===== src/rtl/multi_stage_sync_filter_if.sv =====
// Level-signal bundle for multi_stage_sync_filter: raw async inputs in, filtered levels and edge pulses out.
interface multi_stage_sync_filter_if #(
  parameter int N = 16
);
  logic [N-1:0] dataIn;
  logic [N-1:0] dataOut;
  logic [N-1:0] riseOut;
  logic [N-1:0] fallOut;

  modport master (output dataIn, input dataOut, input riseOut, input fallOut);
  modport slave  (input dataIn, output dataOut, output riseOut, output fallOut);
endinterface


===== src/rtl/multi_stage_sync_filter.sv =====
// Per-bit STAGES-deep synchronizer followed by a FILTER_CYCLES persistence filter.
// Define SYNC_EDGE_DETECT_EN to get registered riseOut/fallOut pulses; otherwise they are tied low.
module multi_stage_sync_filter #(
  parameter int           N             = 16,
  parameter int           STAGES        = 2,
  parameter int           FILTER_CYCLES = 4,
  parameter logic [N-1:0] RESET_VAL     = '0
) (
  input  logic                       clk,
  input  logic                       rst,
  multi_stage_sync_filter_if.slave   bus
);
  localparam int            CW       = $clog2(FILTER_CYCLES + 1);
  localparam logic [CW-1:0] CNT_LAST = CW'(FILTER_CYCLES - 1);

  if (N < 1) begin : g_bad_n
    $error("multi_stage_sync_filter: N must be >= 1");
  end
  if (STAGES < 2) begin : g_bad_stages
    $error("multi_stage_sync_filter: STAGES must be >= 2");
  end
  if (FILTER_CYCLES < 1) begin : g_bad_filter
    $error("multi_stage_sync_filter: FILTER_CYCLES must be >= 1");
  end

  logic [N-1:0]  sync_q [STAGES];
  logic [N-1:0]  syncd;
  logic [N-1:0]  data_q;
  logic [N-1:0]  take;
  logic [CW-1:0] cnt_q [N];

  always_ff @(posedge clk or posedge rst) begin
    if (rst) begin
      for (int k = 0; k < STAGES; k++) sync_q[k] <= RESET_VAL;
    end else begin
      sync_q[0] <= bus.dataIn;
      for (int k = 1; k < STAGES; k++) sync_q[k] <= sync_q[k-1];
    end
  end

  assign syncd = sync_q[STAGES-1];

  // A bit flips only on the cycle its mismatch has already persisted FILTER_CYCLES-1 cycles.
  always_comb begin
    take = '0;
    for (int i = 0; i < N; i++) begin
      take[i] = (syncd[i] != data_q[i]) && (cnt_q[i] == CNT_LAST);
    end
  end

  always_ff @(posedge clk or posedge rst) begin
    if (rst) begin
      data_q <= RESET_VAL;
      for (int i = 0; i < N; i++) cnt_q[i] <= '0;
    end else begin
      data_q <= (data_q & ~take) | (syncd & take);
      for (int i = 0; i < N; i++) begin
        if ((syncd[i] == data_q[i]) || take[i]) cnt_q[i] <= '0;
        else                                     cnt_q[i] <= cnt_q[i] + 1'b1;
      end
    end
  end

  assign bus.dataOut = data_q;

`ifdef SYNC_EDGE_DETECT_EN
  logic [N-1:0] rise_q;
  logic [N-1:0] fall_q;

  // Pulses line up with the first cycle of the new dataOut level; reset never produces one.
  always_ff @(posedge clk or posedge rst) begin
    if (rst) begin
      rise_q <= '0;
      fall_q <= '0;
    end else begin
      rise_q <= take & syncd;
      fall_q <= take & ~syncd;
    end
  end

  assign bus.riseOut = rise_q;
  assign bus.fallOut = fall_q;
`else
  assign bus.riseOut = '0;
  assign bus.fallOut = '0;
`endif

endmodule


===== src/flat_wrapper.sv =====
// flat-port wrapper written by rule: the top's interface ports become plain ports
module multi_stage_sync_filter_flat 
#(
  parameter int           N             = 16,
  parameter int           STAGES        = 2,
  parameter int           FILTER_CYCLES = 4,
  parameter logic [N-1:0] RESET_VAL     = '0
)
  (clk, rst, bus_dataIn, bus_dataOut, bus_riseOut, bus_fallOut);
  multi_stage_sync_filter_if #(.N(N)) bus_i ();
  input  logic clk;
  input  logic rst;
  input wire logic [$bits(bus_i.dataIn)-1:0] bus_dataIn;
  output wire logic [$bits(bus_i.dataOut)-1:0] bus_dataOut;
  output wire logic [$bits(bus_i.riseOut)-1:0] bus_riseOut;
  output wire logic [$bits(bus_i.fallOut)-1:0] bus_fallOut;
  assign bus_i.dataIn = bus_dataIn;
  assign bus_dataOut = bus_i.dataOut;
  assign bus_riseOut = bus_i.riseOut;
  assign bus_fallOut = bus_i.fallOut;
  multi_stage_sync_filter #(.N(N), .STAGES(STAGES), .FILTER_CYCLES(FILTER_CYCLES), .RESET_VAL(RESET_VAL)) u_core (.clk(clk), .rst(rst), .bus(bus_i));
endmodule

===== config.mk =====
export PLATFORM = sky130hd
export DESIGN_NAME = multi_stage_sync_filter_flat
export DESIGN_NICKNAME = d
export VERILOG_FILES = /design/src/rtl/multi_stage_sync_filter_if.sv /design/src/rtl/multi_stage_sync_filter.sv /design/src/flat_wrapper.sv
export SDC_FILE = /design/constraint.sdc
export NUM_CORES = 1
export LEC_CHECK = 0
export CAP_MARGIN = 20
export CORE_MARGIN = 2
export CORE_UTILIZATION = 35
export DETAILED_ROUTE_END_ITERATION = 10
export GPL_ROUTABILITY_DRIVEN = 0
export PLACE_DENSITY = 0.69
export SKIP_LAST_GASP = 1
export SYNTH_ARGS = -nofsm -noshare
export SYNTH_HDL_FRONTEND = slang
export SYNTH_SLANG_ARGS = --single-unit

===== constraint.sdc =====
create_clock -name clk -period 3.02 [get_ports clk]
set_clock_uncertainty 0.05 [all_clocks]
set_input_delay 0.604 -clock clk [delete_from_list [all_inputs] [get_ports clk]]
set_output_delay 0.604 -clock clk [all_outputs]
set_load 0.01 [all_outputs]

---- Word-level counts from Yosys, hierarchy flattened ----
Cells that the tools add are included.
Widths: inputs -> output; s select.
operators by class
  equality and inequality tests ........... 48
  bitwise gates (word level) .............. 4
  reductions and logical operators ........ 32
  muxes and demuxes ....................... 16
  add/subtract/negate cells ............... 16
operator list
  operator             number
  $add 3x1->3 const B  16
  $eq 3x2->1 const B   16
  $mux 3               16
  $and 16x16->16       2
  $eq 1x1->1           16
  $logic_and 1x1->1    16
  $logic_or 1x1->1     16
  $ne 1x1->1           16
  $not 16->16          1
  $or 16x16->16        1
word-level totals
  register bits after elaboration ......... 96
  word-level logic and storage cells ...... 135
  bits of input ports ..................... 18

---- Logic depth before layout (Yosys ltp) ----
  depth after elaboration ................. 5
  gate-level depth with buffers ........... 3
  depth with buffers taken out ............ 3

---- Least setup slack after synthesis ----
OpenSTA, ideal clock, no wires.
  path kind ............................... reg2reg
  from .................................... register u_core.cnt_q[42] (netlist name)
  to ...................................... register with a tool-made name
  data required time ...................... 2.842 ns
  setup slack ............................. 1.772 ns
  path buffers ............................ 0
  clock period less this slack ............ 1.248 ns
  setup time .............................. 0.128 ns
  cell stages (with the launch flop) ...... 4
  arrival ................................. 1.071 ns
  path through ............................ dfrtp_1 > ha_1 > ha_1 > mux2_1
RTL lines
  what                             line                           text
  start, declared                  multi_stage_sync_filter.sv:30  logic [CW-1:0] cnt_q [N];
  start signal, assigned by index  multi_stage_sync_filter.sv:59  else cnt_q[i] <= cnt_q[i] + 1'b1;

==> summary.txt <==
outcome = complete, no violations
layout cells sized above 1 = 11.0%
FMAX = 508 MHz
largest net degree at the start of global routing = 33
boundary pin count = 66
critical path type = reg -> out
Post-Layout Cell Count = 445
worst-skew pair later-pin latency = 0.35 ns
Synth Instances = 258
final-report max-slew violation count = 0
First DRT Iteration DRCs = 26
register bit total from synthesis = 96
DRC Markers = 0
H-tree Lvls = 3
setup tns final = 0 ns
Flop pwr share = 48.3%
crit-path leading delay family = buffers and inverters
Slew HR = 58.9%
Worst-path clk slew = 0.08 ns
GRT overflow = 0
CTS root buf = clkbuf_8
post-place setup slack = 1.18 ns
Design Area, Final = 0.00442 mm2
Die ar. = 0.0117 mm2
Num CTS Buffers = 9
final WL = 4580 um
crit end category = output pin
worst path cell trace = clkdlybuf4s50_1
initial antenna violation count = 0
buffers and inverters on the worst path = 1
mean post-synth cell area = 14.7 um2
Critical Path RT = 2.37 ns
placement-stage cell area = 0.00421 mm2
Synth Warn # = 0
sw frac = 28.5%
clock buffer depth = 2
Hold Path Class = reg -> reg
Worst VDD drop = 0.427 mV
ys async rst share = 100%
pwr/cell area = 861 mW/mm2
first-pass GRT wire length = 8380 um
Sink Count = 96
IO buf count = 33
Die X = 108 um
ys flop type = dfrtp_1
count of final setup violators = 0
Tmin final = 1.97 ns
count of final hold-check violations = 0
P_int = 2720 uW
synthesized area = 0.00379 mm2
vias in the first global route = 1862
Clock power frac = 22.9%
Die H = 108 um
Total GRT Usage = 9.16%
Layout Utilization = 42.4%
Seq/Total Area, Yosys = 63.4%
n_diodes = 0
FP Rows = 37
RSZ-0062 raised after global routing = no
most common cell in the synthesized netlist = dfrtp_1
worst slew pin tran = 0.616 ns
DR pass1 iterations = 2
Synth area leader = dfrtp_1
Yosys top cell area share = 63.4%
drt wl/cell = 10.3 um
CORE AREA = 0.0104 mm2
CP peak stage delay = 0.57 ns
worst-path maximum fanout = 3
Startpoint Class = flip-flop
EDFF count, synth = 0
count of cell types in the netlist = 9
Setup Buffers After CTS = 0
period utilization = 65.2%
DP Cell Count = 429
CTS tree = yes
Final ANT Viol Nets = 0
Slowest-stage cell, CP = clkdlybuf4s50_1
final layout net count = 354
Syn-to-layout area delta = 16.6%
WP data arrival = 1.32 ns
Net Switching = 1080 uW
Comb pwr share = 28.8%
hpwl dp = 3420 um
top cells by area, synth = dfrtp_1, ha_1, buf_4, nor3b_2, mux2_1
Final WS setup = 1.05 ns
cell leakage power = 0.00202 uW
synth cell count leaders = dfrtp_1, buf_4, ha_1, nor3_1, inv_1
post-cts resize count = 0
CTS Hold Bufs = 0
initial core utilization = 36.4%
via density per instance = 4.14
Max-Cap Viols = 0
via count = 1844
-- per-stage QoR --
stage / hold WS, ns / power [uW]
3_5_place_dp: 0.286 / 2990
5_1_grt: 0.311 / 4110
4_1_cts: 0.307 / 3880
6_report: 0.303 / 3810
2_1_floorplan: 0.281 / 2600
3_3_place_gp: 0.283 / 2920
-- per-layer routing --
metal  vias up  wire length, um  global-route usage (%)
met5         -                0                       0
met4         0               67                    3.30
met2        42             2100                    13.6
li1        894                -                       -
met1       901             2150                    12.0
met3         7              269                    3.86
-- area by class of cell --
cell class,count,area [um2]
clock buffers,11,131
flip-flops and latches,96,2400
clock inverters,5,81.3
inverters,17,67.6
well taps,136,170
multi-input cells,144,1200
repair buffers,36,365
fillers,989,6000
-- cell usage in the layout, fill, tap and decap left out --
| master | count |
|---|---|
| clkinvlp_4 | 2 |
| conb_1 | 32 |
| xnor2_1 | 16 |
| mux2_1 | 16 |
| clkbuf_1 | 2 |
| bufinv_16 | 2 |
| nor3b_2 | 16 |
| clkinv_4 | 1 |
| nor3_1 | 32 |
| inv_1 | 16 |
| buf_12 | 1 |
| clkdlybuf4s50_1 | 33 |
| buf_4 | 2 |
| clkinv_2 | 1 |
| clkbuf_8 | 9 |
| dfrtp_1 | 96 |
| ha_1 | 32 |
-- cells by family after synthesis --
group	Yosys count	share of synthesized area [%]
XOR/XNOR	16	3.70
adder cells (fa/ha/maj)	32	10.6
buffers and inverters	49	8.02
flip-flops	96	63.4
multiplexers	16	4.75
other	1	0.0989
AND/OR/NAND/NOR	48	9.50
-- final timing paths --
check,depth (start not counted),to,slack [ns],startpoint
worst max register to register,3,flip-flop,1.69,u_core.cnt_q[12]
worst min-delay path,0,u_core.syncd[5],0.30,u_core.sync_q[21]
worst min register to register,0,u_core.syncd[5],0.30,u_core.sync_q[21]
worst max-delay path,1,bus_dataOut[1],1.05,flip-flop
max in group asynchronous,3,u_core.cnt_q[9],1.63,rst
min in group asynchronous,2,u_core.cnt_q[8],0.62,rst
-- power groups by stage --
stage | Sequential [uW] | Clock [uW] | Combinational (uW)
final | 1840 | 873 | 1100
after global routing | 1890 | 964 | 1260
after CTS | 1850 | 910 | 1120
after detailed placement | 1870 | 0 | 1120
after global placement | 1850 | 0 | 1070
after floorplan | 1880 | 0 | 720
Note: power is estimated with default switching activity, not from simulation.
